==> src/rtl/sap_pkg.sv <==
`default_nettype none
// ============================================================================
//  Module      : sap_pkg
//  Description : Shared definitions for the 8-bit computer's program-mode
//                blocks: bus/RAM widths, RAM depth, the readback FSM state
//                encoding (so the control unit and benches can decode it)
//                and a small width helper for down-counters.
//  Revision    : 1.0 - initial release
// ============================================================================
package sap_pkg;

    localparam int ADDR_W_DEF = 4;
    localparam int DATA_W_DEF = 8;
    localparam int RAM_DEPTH  = 1 << ADDR_W_DEF;

    localparam int STATE_W = 3;
    localparam logic [STATE_W-1:0] ST_IDLE    = 3'd0;
    localparam logic [STATE_W-1:0] ST_SETADDR = 3'd1;
    localparam logic [STATE_W-1:0] ST_READ    = 3'd2;
    localparam logic [STATE_W-1:0] ST_EMIT    = 3'd3;
    localparam logic [STATE_W-1:0] ST_FINISH  = 3'd4;

    // Bits needed to hold the values 0..n-1 (at least one bit).
    function automatic int cnt_width(input int n);
        return (n <= 2) ? 1 : $clog2(n);
    endfunction

endpackage : sap_pkg
`default_nettype wire

==> src/rtl/settle_counter.sv <==
`default_nettype none
// ============================================================================
//  Module      : settle_counter
//  Description : Loadable down-counter with terminal-count flag. Counts down
//                while enabled and parks at zero; tc is high at zero.
//  Ports       : clk, rst (sync, active-high), load/load_val (preset),
//                en (count enable), tc (count is zero)
//  Revision    : 1.0 - initial release
// ============================================================================
module settle_counter #(
    parameter int W = 1
) (
    input  logic         clk,
    input  logic         rst,
    input  logic         load,
    input  logic [W-1:0] load_val,
    input  logic         en,
    output logic         tc
);

    logic [W-1:0] r_cnt;

    always_ff @(posedge clk) begin
        if (rst) begin
            r_cnt <= '0;
        end else if (load) begin
            r_cnt <= load_val;
        end else if (en && !tc) begin
            r_cnt <= r_cnt - W'(1);
        end
    end

    assign tc = (r_cnt == '0);

endmodule : settle_counter
`default_nettype wire

==> src/rtl/ram_dump_reader.sv <==
`default_nettype none
// ============================================================================
//  Module      : ram_dump_reader
//  Description : Program-mode readback engine for the 16x8 RAM. Takes the bus
//                with pmode, loads MAR with each address FIRST..LAST, enables
//                the RAM onto the bus for SETTLE cycles, captures the byte,
//                streams it out on a valid/ready port and keeps a mod-2^DATA_W
//                running checksum.
//  Ports       : clk, clr (sync, active-high), start,
//                pmode, mar_addr, mar_load, ramoa, bus_in   (board side)
//                dout, dout_valid, dout_ready               (stream side)
//                busy, done, checksum                       (status)
//  Revision    : 1.0 - initial release
// ============================================================================
module ram_dump_reader
    import sap_pkg::*;
#(
    parameter int ADDR_W = ADDR_W_DEF,
    parameter int DATA_W = DATA_W_DEF,
    parameter int FIRST  = 0,
    parameter int LAST   = 15,
    parameter int SETTLE = 1
) (
    input  logic              clk,
    input  logic              clr,
    input  logic              start,
    output logic              pmode,
    output logic [ADDR_W-1:0] mar_addr,
    output logic              mar_load,
    output logic              ramoa,
    input  logic [DATA_W-1:0] bus_in,
    output logic [DATA_W-1:0] dout,
    output logic              dout_valid,
    input  logic              dout_ready,
    output logic              busy,
    output logic              done,
    output logic [DATA_W-1:0] checksum
);

    localparam int                CNT_W        = cnt_width(SETTLE);
    localparam logic [CNT_W-1:0]  C_SETTLE_LD  = CNT_W'(SETTLE - 1);
    localparam logic [ADDR_W-1:0] C_FIRST      = ADDR_W'(FIRST);
    localparam logic [ADDR_W-1:0] C_LAST       = ADDR_W'(LAST);

    logic [STATE_W-1:0] r_state;
    logic [STATE_W-1:0] w_next;
    logic [ADDR_W-1:0]  r_addr;
    logic [DATA_W-1:0]  r_dout;
    logic [DATA_W-1:0]  r_csum;
    logic               w_settle_tc;
    logic               w_handshake;
    logic               w_at_last;

    assign w_handshake = (r_state == ST_EMIT) && dout_ready;
    // Compared before the increment so LAST = 2^ADDR_W-1 cannot wrap to 0.
    assign w_at_last   = (r_addr == C_LAST);

    // Loaded with SETTLE-1 during SETADDR; tc marks the final READ cycle.
    settle_counter #(
        .W (CNT_W)
    ) u_settle (
        .clk      (clk),
        .rst      (clr),
        .load     (r_state == ST_SETADDR),
        .load_val (C_SETTLE_LD),
        .en       (r_state == ST_READ),
        .tc       (w_settle_tc)
    );

    // State register.
    always_ff @(posedge clk) begin
        if (clr) begin
            r_state <= ST_IDLE;
        end else begin
            r_state <= w_next;
        end
    end

    // Next-state logic.
    always_comb begin
        w_next = r_state;
        case (r_state)
            ST_IDLE:    if (start) w_next = ST_SETADDR;
            ST_SETADDR: w_next = ST_READ;
            ST_READ:    if (w_settle_tc) w_next = ST_EMIT;
            ST_EMIT:    if (dout_ready) w_next = w_at_last ? ST_FINISH : ST_SETADDR;
            ST_FINISH:  w_next = ST_IDLE;
            default:    w_next = ST_IDLE;
        endcase
    end

    // Datapath: address counter, captured byte, running checksum.
    always_ff @(posedge clk) begin
        if (clr) begin
            r_addr <= '0;
            r_dout <= '0;
            r_csum <= '0;
        end else begin
            if ((r_state == ST_IDLE) && start) begin
                r_addr <= C_FIRST;
                r_csum <= '0;
            end
            if ((r_state == ST_READ) && w_settle_tc) begin
                r_dout <= bus_in;
                r_csum <= r_csum + bus_in;
            end
            if (w_handshake && !w_at_last) begin
                r_addr <= r_addr + ADDR_W'(1);
            end
        end
    end

    // Output decode. pmode covers every non-IDLE state so it never drops
    // between bytes; ramoa and mar_load live in disjoint states.
    always_comb begin
        pmode      = 1'b0;
        mar_addr   = '0;
        mar_load   = 1'b0;
        ramoa      = 1'b0;
        dout_valid = 1'b0;
        busy       = 1'b0;
        done       = 1'b0;
        case (r_state)
            ST_SETADDR: begin
                pmode    = 1'b1;
                busy     = 1'b1;
                mar_addr = r_addr;
                mar_load = 1'b1;
            end
            ST_READ: begin
                pmode    = 1'b1;
                busy     = 1'b1;
                mar_addr = r_addr;
                ramoa    = 1'b1;
            end
            ST_EMIT: begin
                pmode      = 1'b1;
                busy       = 1'b1;
                mar_addr   = r_addr;
                dout_valid = 1'b1;
            end
            ST_FINISH: begin
                pmode = 1'b1;
                busy  = 1'b1;
                done  = 1'b1;
            end
            default: ;
        endcase
    end

    assign dout     = r_dout;
    assign checksum = r_csum;

endmodule : ram_dump_reader
`default_nettype wire

==> config.mk <==
export PLATFORM = sky130hd
export DESIGN_NAME = ram_dump_reader
export DESIGN_NICKNAME = d
export VERILOG_FILES = /design/src/rtl/sap_pkg.sv /design/src/rtl/settle_counter.sv /design/src/rtl/ram_dump_reader.sv
export SDC_FILE = /design/constraint.sdc
export NUM_CORES = 1
export LEC_CHECK = 0
export CAP_MARGIN = 30
export CORE_MARGIN = 5
export CORE_UTILIZATION = 47
export CTS_BUF_LIST = sky130_fd_sc_hd__clkbuf_16
export DETAILED_ROUTE_END_ITERATION = 8
export GPL_TIMING_DRIVEN = 0
export PLACE_DENSITY = 0.78
export SLEW_MARGIN = 30
export SYNTH_ARGS = -nofsm -noshare
export SYNTH_HDL_FRONTEND = slang
export SYNTH_SLANG_ARGS = --single-unit
==> constraint.sdc <==
create_clock -name clk -period 2.25 [get_ports clk]
set_input_delay 0.45 -clock clk [delete_from_list [all_inputs] [get_ports clk]]
set_output_delay 0.45 -clock clk [all_outputs]
set_load 0.02 [all_outputs]
# --- Word level (Yosys, flattened, before mapping) ---
# Index checks and enable logic that the tools add are counted.
classes:
  add_sub_neg: 3
  multipliers: 0
  div: 0
  magnitude_cmp: 0
  eq_ne: 8
  n_shift: 0
  n_mux: 15
  bitwise: 1
  reduce_logical: 13
ops:
  columns: ["cell", "n"]
  rows:
  - ["$mux W8", 2]
  - ["$mux W3", 4]
  - ["$mux W4", 3]
  - ["$pmux W3 S4", 1]
  - ["$add A8 B8 Y8", 1]
  - ["$eq A3 B2 Y1 const B", 2]
  - ["$ne A2 B2 Y1 const B", 3]
  - ["$logic_and A1 B1 Y1", 5]
  - ["$mux W1", 5]
  - ["$add A4 B1 Y4 const B", 1]
  - ["$eq A4 B4 Y1 const B", 1]
  - ["$reduce_bool A2 Y1", 2]
  - ["$reduce_or A4 Y1", 1]
  - ["$eq A3 B1 Y1 const B", 1]
  - ["$eq A3 B3 Y1 const B", 1]
  - ["$logic_not A3 Y1", 1]
  - ["$reduce_and A3 Y1", 1]
  - ["$reduce_or A3 Y1", 1]
  - ["$reduce_or A2 Y1", 1]
  - ["$logic_not A1 Y1", 1]
  - ["$not A1 Y1", 1]
  - ["$sub A1 B1 Y1 const B", 1]
word_totals:
  register_bits: 24
  latchBits: 0
  ram_bits: 0
  rom_bits: 0
  in_bits: 12
  output_inout_bits: 26
  word_cells: 45
  memories: 0

# --- Depth between registers and ports, before layout ---
# Gate-level depths: netlist (run 1).
logic_depth:
  ltp_word: 4
  depth_mapped: 7

# --- Cells and area by module ---
# Synthesis (run 1) repeated with hierarchy kept, for this count alone.
unflattened:
  hier_cells: 161
  hier_area_um2: 1357.6
modules_own_cells:
  columns: ["module", "instances", "cells_each", "area_each_um2", "seq_area_each_um2"]
  rows:
  - ["ram_dump_reader", 1, 157, 1310.0, 460.4]
  - ["settle_counter", 1, 4, 47.5, 20.0]

# --- Worst setup path before layout (run 1) ---
# OpenSTA, ideal clock, no wires.
synth_timing:
  path_type: "input to register"
  start: "input bus_in[0]"
  end: "register r_csum[6] (netlist: checksum[6])"
  setup_ns: 0.129
  t_arrival_ns: 1.914
  setup_slack_ns: 0.207
  cell_stages: 7
  n_path_buf: 0
  cell_sequence: "ha_1 > fa_1 > a21o_1 > a21o_1 > a221oi_1 > xnor2_1 > o31ai_1"
synth_between:
  elab_chain_cells: 2
synth_lines:
  columns: ["element", "line", "rtl"]
  rows:
  - ["start, declared", "ram_dump_reader.sv:31", "input logic [DATA_W-1:0] bus_in,"]
  - ["$add A8 B8 Y8", "ram_dump_reader.sv:105", "r_csum <= r_csum + bus_in;"]
  - ["$mux W8", "ram_dump_reader.sv:103", "if ((r_state == ST_READ) && w_settle_tc) begin"]
  - ["end signal, assigned", "ram_dump_reader.sv:105", null]
  - ["end, declared", "ram_dump_reader.sv:49", "logic [DATA_W-1:0] r_csum;"]
# Every way passes these cells.
# A chain may end at the register's enable or synchronous reset.

# --- Worst setup path in the final report (run 1) ---
layout_timing:
  start: "input bus_in[5]"
  end: "register r_csum[7] (netlist: checksum[7])"
# The elaborated chain is that of the path after synthesis.

==> impl_metrics.tcl, run 1 <==
set metrics [dict create \
    status "completed" \
    drt_iter0_drc 95 \
    ys.flop_type "dfxtp_1" \
    grt_pass1_vias 1319 \
    grt_start_max_net_pins 15 \
    setup_ws_ns 0.0878 \
    core.rowCount 19 \
    synth_cells 157 \
    dieArea_sq_um 3970 \
    syn-num-nets 178 \
    synth_area_leader_cell "dfxtp_1" \
    clk_path_buf_depth 2 \
    nFillCells 212 \
    criticalPathCategory "primary input to flop" \
    worstHoldStart "dout[6]" \
    syn_area_sq_um 1320 \
    final_cells 230 \
    cts-htree-levels 1 \
    cp_slowest_cell "clkdlybuf4s50_1" \
    wl_per_cell_um 15.6 \
    skew_ns 0.00233 \
    nets 221 \
    final_layout_size_suffix_gt1_share_pct 11.6 \
    finalCritPeriodShare_pct 96.1 \
    cp.arrival_ns 2.30 \
    pre_cts_ws_ns -0.364 \
    hold_slack_ns 0.456 \
    critPathBufInv 1 \
    p_leak_nw 0.752 \
    yosysWarnings 0 \
    power.density_nw_per_um2 676 \
    clock_sinks 24 \
    coreArea_sq_um 2730 \
    ys_seq_area_share_pct 36.4 \
    worstMarginPinSlew_ns 0.739 \
    ys_types 43 \
    max_stage_delay_ns 0.49 \
    finalMaxSlewViolations 0 \
    async_flop_share_pct 0 \
    setup_viol 0 \
    layout_common_cells "clkdlybuf4s50_1 (33), nand2_1 (23), dfxtp_1 (23), a21oi_1 (15), nor2_1 (14)" \
    ant_nets 0 \
    num_antenna_cells 0 \
    clkLatencyLatePin_ns 0.25 \
    clk_pin_slew_ns 0.06 \
    ys_top_cells_by_area "dfxtp_1 (36%), ha_1 (7.6%), nand2_1 (6.5%)" \
    crit_path_end_kind "flop" \
    drt-total-wl_mm 3.58 \
    hpwl_mm 2.47 \
    finalSetupTns_ns 0 \
    initial_core_util_pct 48.2 \
    synth_top_area_share_pct 36.4 \
    fmax_mhz 462 \
    min_path_type "flop to flop" \
    hold_viol 0 \
    grt_pass1_wl_mm 5.92 \
    startpoint_type "primary input" \
    cts-root-buf "clkbuf_16" \
    viasPerCell 5.73 \
    die_height_um 63.0 \
    finalPower_w 0.00127 \
    ys_ff_latch 24 \
    port_buffers 36 \
    pin_count 38 \
    drv_cap 0 \
    dr.pass1.iters 4 \
    gp_congestion 0.898 \
    rr_startpoint "checksum[0]" \
    crit_chain "clkdlybuf4s50_1 -> ha_2 -> a21oi_2 -> a211o_1 -> a21oi_1 -> a311oi_2 -> mux2_1" \
    post_synth.cell_area_avg_sq_um 8.40 \
    worstPathRequired_ns 2.39 \
    final_common_cell "clkdlybuf4s50_1" \
    drcViolationCount 0 \
    slew_headroom_pct 50.0 \
    vias 1319 \
    synth_edf_count 0 \
    grt_usage_pct 18.0 \
    syn_to_final_growth_pct 42.8 \
    crit_start "bus_in[5]" \
    overflow 0 \
    cts_tree "done" \
    crit_fanout 6 \
    crit_family "compound AO/OA/AOI/OAI gates" \
    rsz0062_at_grt "no" \
    max-vdd-ir-drop_mv 0.529 \
    numCtsBuffers 3 \
    period_needed_ns 2.16 \
    fp.dieW_um 63.0 \
    antenna_found_initial 0 \
    placed_cells 224 \
]
## through the flow
stage | utilization, % | cell area, sq um
6_report | 68.9 | 1880
5_1_grt | 68.9 | 1880
2_1_floorplan | - | 1320
3_3_place_gp | 62.8 | 1720
4_1_cts | 67.3 | 1840
3_5_place_dp | 62.8 | 1720
## routing by layer
layer | vias to the layer above | part of all wire [%] | track usage (%) | wire length [um]
li1 | 648 | - | - | -
met1 | 617 | 42 | 20.1 | 1510
met2 | 44 | 51 | 32.7 | 1810
met3 | 10 | 5.3 | 3.96 | 188
met4 | 0 | 2.0 | 6.90 | 70
met5 | - | 0 | 0 | 0
## final cells by class
| cell class | instances | area, sq um | area share, % |
|---|---|---|---|
| clock buffer | 3 | 75.1 | 3.99 |
| buffer | 8 | 43.8 | 2.33 |
| timing repair buffer | 38 | 383 | 20.3 |
| multi-input combinational | 123 | 823 | 43.7 |
| tap | 31 | 38.8 | 2.06 |
| sequential | 24 | 482 | 25.6 |
| clock inverter | 1 | 30.0 | 1.59 |
| inverter | 2 | 7.51 | 0.399 |
## cells in the mapped netlist (all sizes together), types with 2 or more instances
library cell and count:
nor2 17, nor3 2, ha 8, clkbuf 3, a22oi 4, nand3 8
a211oi 4, nor4b 2, nand3b 3, buf 5, inv 2, dfxtp 24
o21ai 2, a21oi 16, a21o 3, nor3b 3, and2 6, xor2 2
xnor2 2, nand2 23
## worst paths after layout
| check | to | slack (ns) | cells past startpoint |
|---|---|---|---|
| max | checksum[7] | 0.09 | 7 |
| min | dout[6] | 0.46 | 2 |
| max reg2reg | checksum[6] | 0.23 | 7 |
| min reg2reg | dout[6] | 0.46 | 2 |
## worst reg2reg max path: cells and delay by family, from the launching register on
family                   cells  cell delay [ns]
XOR/XNOR                     1             0.13
flip-flops                   1             0.33
AO/OA/AOI/OAI                4             0.88
adder cells (fa/ha/maj)      2             0.58
## power by group
part           total [W]  switching [W]  internal [W]
combinational   0.000306       0.000169      0.000136
clock           0.000503       0.000150      0.000353
sequential      0.000465      0.0000173      0.000448
## cell families after synthesis
group	count (synthesis)	synth area share, %
AOI/OAI and AO/OA	37	18.2
xor gates and xnor gates	4	2.66
adders and majority gates	9	9.11
buffers and inverters	10	3.89
DFF	24	36.4
muxes	2	1.61
and+or+nand+nor	71	28.1
## registers in the layout, summed over array words and instances, names as in the netlist
signal,count
r_state,3
dout,8
r_addr,4
checksum,8
u_settle.r_cnt,1
## timing repair
action	in CTS	in global routing
setup endpoints to repair	6	7
endpoints found under the hold margin	0	0
buffers inserted	0	2
hold buffers	0	0
resized for setup	4	11
pin swaps	0	6
Power figures use the tool's default switching activity.
==> run 2: changes to the inputs <==
--- a/config.mk
+++ b/config.mk
@@ -5,6 +5,7 @@
 export SDC_FILE = /design/constraint.sdc
 export NUM_CORES = 1
 export LEC_CHECK = 0
+export ABC_AREA = 1
 export CAP_MARGIN = 30
 export CORE_MARGIN = 5
 export CORE_UTILIZATION = 47
@@ -12,7 +13,6 @@
 export DETAILED_ROUTE_END_ITERATION = 8
 export GPL_TIMING_DRIVEN = 0
 export PLACE_DENSITY = 0.78
-export SLEW_MARGIN = 30
 export SYNTH_ARGS = -nofsm -noshare
 export SYNTH_HDL_FRONTEND = slang
 export SYNTH_SLANG_ARGS = --single-unit
==> run 2 against run 1 <==
  * Clock power rose by 1%
  * Combinational power increased by 33%
  * First-iteration DRC count fell by 42%
  * Critical path depth fell by 3
  * Flip-flop and latch count is the same
  * Power up 10%
  * Utilization fell by 0.55 points
  * Register-to-register slack improved by 0.41 ns
==> impl_metrics.tcl, run 2 <==
set metrics [dict create \
    status "completed" \
    layout_common_cells "nand2_1 (42), clkdlybuf4s50_1 (31), nor2_1 (30), inv_1 (26), dfxtp_1 (24)" \
    dieArea_sq_um 4070 \
    ys_ff_latch 24 \
    ant_nets 0 \
    synth-adder-area-share_pct 8.84 \
    holdPathStages 2 \
    p_sw_share_pct 29.3 \
    power_frac_clock_pct 36.3 \
    min_path_type "flop to flop" \
    grt_pass1_wl_mm 5.37 \
    nets 259 \
    synth_top_area_share_pct 35.4 \
    cts-root-buf "clkbuf_16" \
    core.rowCount 19 \
    cp.arrival_ns 1.65 \
    finalMaxSlewViolations 0 \
    power.density_nw_per_um2 746 \
    worstMarginPinSlew_ns 0.481 \
    hpwl_mm 2.36 \
    dr.pass1.iters 4 \
    vias 1335 \
    cts-htree-levels 1 \
    p_leak_nw 0.896 \
    port_buffers 37 \
    async_flop_share_pct 0 \
    clkLatencyLatePin_ns 0.26 \
    viasPerCell 4.98 \
    internal_power_w 0.000994 \
    crit_fanout 5 \
    crit_path_end_kind "output port" \
    power.switching_w 0.000412 \
    skew_ns 0.00524 \
    period_needed_ns 2.10 \
    clk_path_buf_depth 2 \
    p_comb_share_pct 28.9 \
    ys.flop_type "dfxtp_1" \
    initial_core_util_pct 49.3 \
    ys_top_cells_by_area "dfxtp_1 (35%), nand2_1 (12%), nor2_1 (8.3%)" \
    fmax_mhz 476 \
    antenna_found_initial 0 \
    numCtsBuffers 3 \
    wl_per_cell_um 11.9 \
    slew_headroom_pct 68.0 \
    clk_pin_slew_ns 0.06 \
    hold_slack_ns 0.482 \
    startpoint_type "flop" \
    drt_iter0_drc 55 \
    num_antenna_cells 0 \
    cts_tree "done" \
    overflow 0 \
    r2r_slack_ns 0.64 \
    final_layout_size_suffix_gt1_share_pct 7.17 \
    drv_cap 0 \
    final_area_sq_um 1880 \
    fp.dieW_um 63.8 \
    clock_sinks 24 \
    synth.most_common_cell "nand2_1" \
    worstPathRequired_ns 1.80 \
    setup_viol 0 \
    die_height_um 63.8 \
    hold_viol 0 \
    pin_count 38 \
    finalSetupTns_ns 0 \
    gp_congestion 0.824 \
    seq_power_share_pct 34.8 \
    grt_usage_pct 16.0 \
    r2r_cells 7 \
    ys_types 26 \
    post_synth.cell_area_avg_sq_um 6.93 \
    final_common_cell "nand2_1" \
    finalCritPeriodShare_pct 93.4 \
    post-route-util_pct 68.3 \
    syn-num-nets 217 \
    grt_start_max_net_pins 15 \
    synthMuxAreaShare_pct 0 \
    synth-simple-area-share_pct 31.5 \
    syn_to_final_growth_pct 38.7 \
    rsz0062_at_grt "no" \
    grt_pass1_vias 1254 \
    synth_area_leader_cell "dfxtp_1" \
    worstHoldStart "dout[0]" \
    synth-compound-area-share_pct 12.5 \
    ys_seq_area_share_pct 35.4 \
    drt-total-wl_mm 3.19 \
    syn_area_sq_um 1360 \
    synth_cells 196 \
    hold_path_end "dout[0]" \
    synth_edf_count 0 \
    synth_common_cells "nand2_1 (42), nor2_1 (30), inv_1 (26)" \
    drcViolationCount 0 \
    r2r_end "checksum[4]" \
    synth-xor-area-share_pct 1.29 \
    synth_top_family_by_area "simple AND/OR/NAND/NOR gates" \
    place_area_sq_um 1770 \
    rr_startpoint "checksum[0]" \
    max-vdd-ir-drop_mv 0.459 \
    coreArea_sq_um 2760 \
    criticalPathCategory "flop to output port" \
    yosysWarnings 0 \
    finalPower_w 0.00141 \
]
==> run 2: worst max path at each step <==
stage,slack (ns),to,cells after the start,from
after global routing,0.06,done,4,r_state[0]
after detailed placement,0.13,checksum[4],8,bus_in[0]
final,0.15,done,4,r_state[0]
after floorplan,0.49,pmode,6,r_state[0]
after CTS,0.04,busy,6,r_state[0]
after global placement,0.13,checksum[4],8,bus_in[0]
==> run 2: final cells by class <==
class	instances	area [sq um]
inverters	28	105
clock buffers	3	75.1
well taps	31	38.8
flip-flops and latches	24	480
clock inverters	1	30.0
repair buffers	37	382
plain buffers	5	37.5
fillers	233	873
multi-input cells	139	736
==> run 2: metal layers <==
layer  part of all wire [%]  GRT usage, %  vias to the layer above
li1                       -             -                      705
met1                     45          20.4                      572
met2                     46          27.5                       51
met3                    6.1          1.40                        7
met4                    2.3          7.01                        0
met5                      0             0                        -
==> run 2: repair_timing <==
item,4_1_cts,5_1_grt
setup buffers,0,0
setup endpoints to repair,1,5
gates resized for setup,1,5
hold buffers,0,0
==> run 2: cells by family after synthesis <==
family,Yosys count
AND/OR/NAND/NOR,96
AO/OA/AOI/OAI,32
adder cells (fa/ha/maj),9
XOR/XNOR,2
buffers and inverters,33
flip-flops,24
==> run 2: through the flow <==
step | cells | setup WS, ns
finish | 268 | 0.150
global route | 268 | 0.0597
CTS | 268 | 0.0423
detailed placement | 264 | 0.133
global placement | 264 | 0.132
floorplan | 196 | 0.489
==> run 2: worst max-delay path, stage by stage (launching register included) <==
cell             delay (ns)
dfxtp_1                0.36
nor2_1                 0.19
inv_1                  0.08
nor2_1                 0.13
clkdlybuf4s50_1        0.62
==> run 2: power groups by stage <==
stage,logic (W),clock network [W],registers [W]
global placement,0.000404,0,0.000497
detailed placement,0.000407,0,0.000499
floorplan,0.000220,0,0.000532
global route,0.000448,0.000533,0.000494
finish,0.000407,0.000510,0.000489
CTS,0.000411,0.000515,0.000489
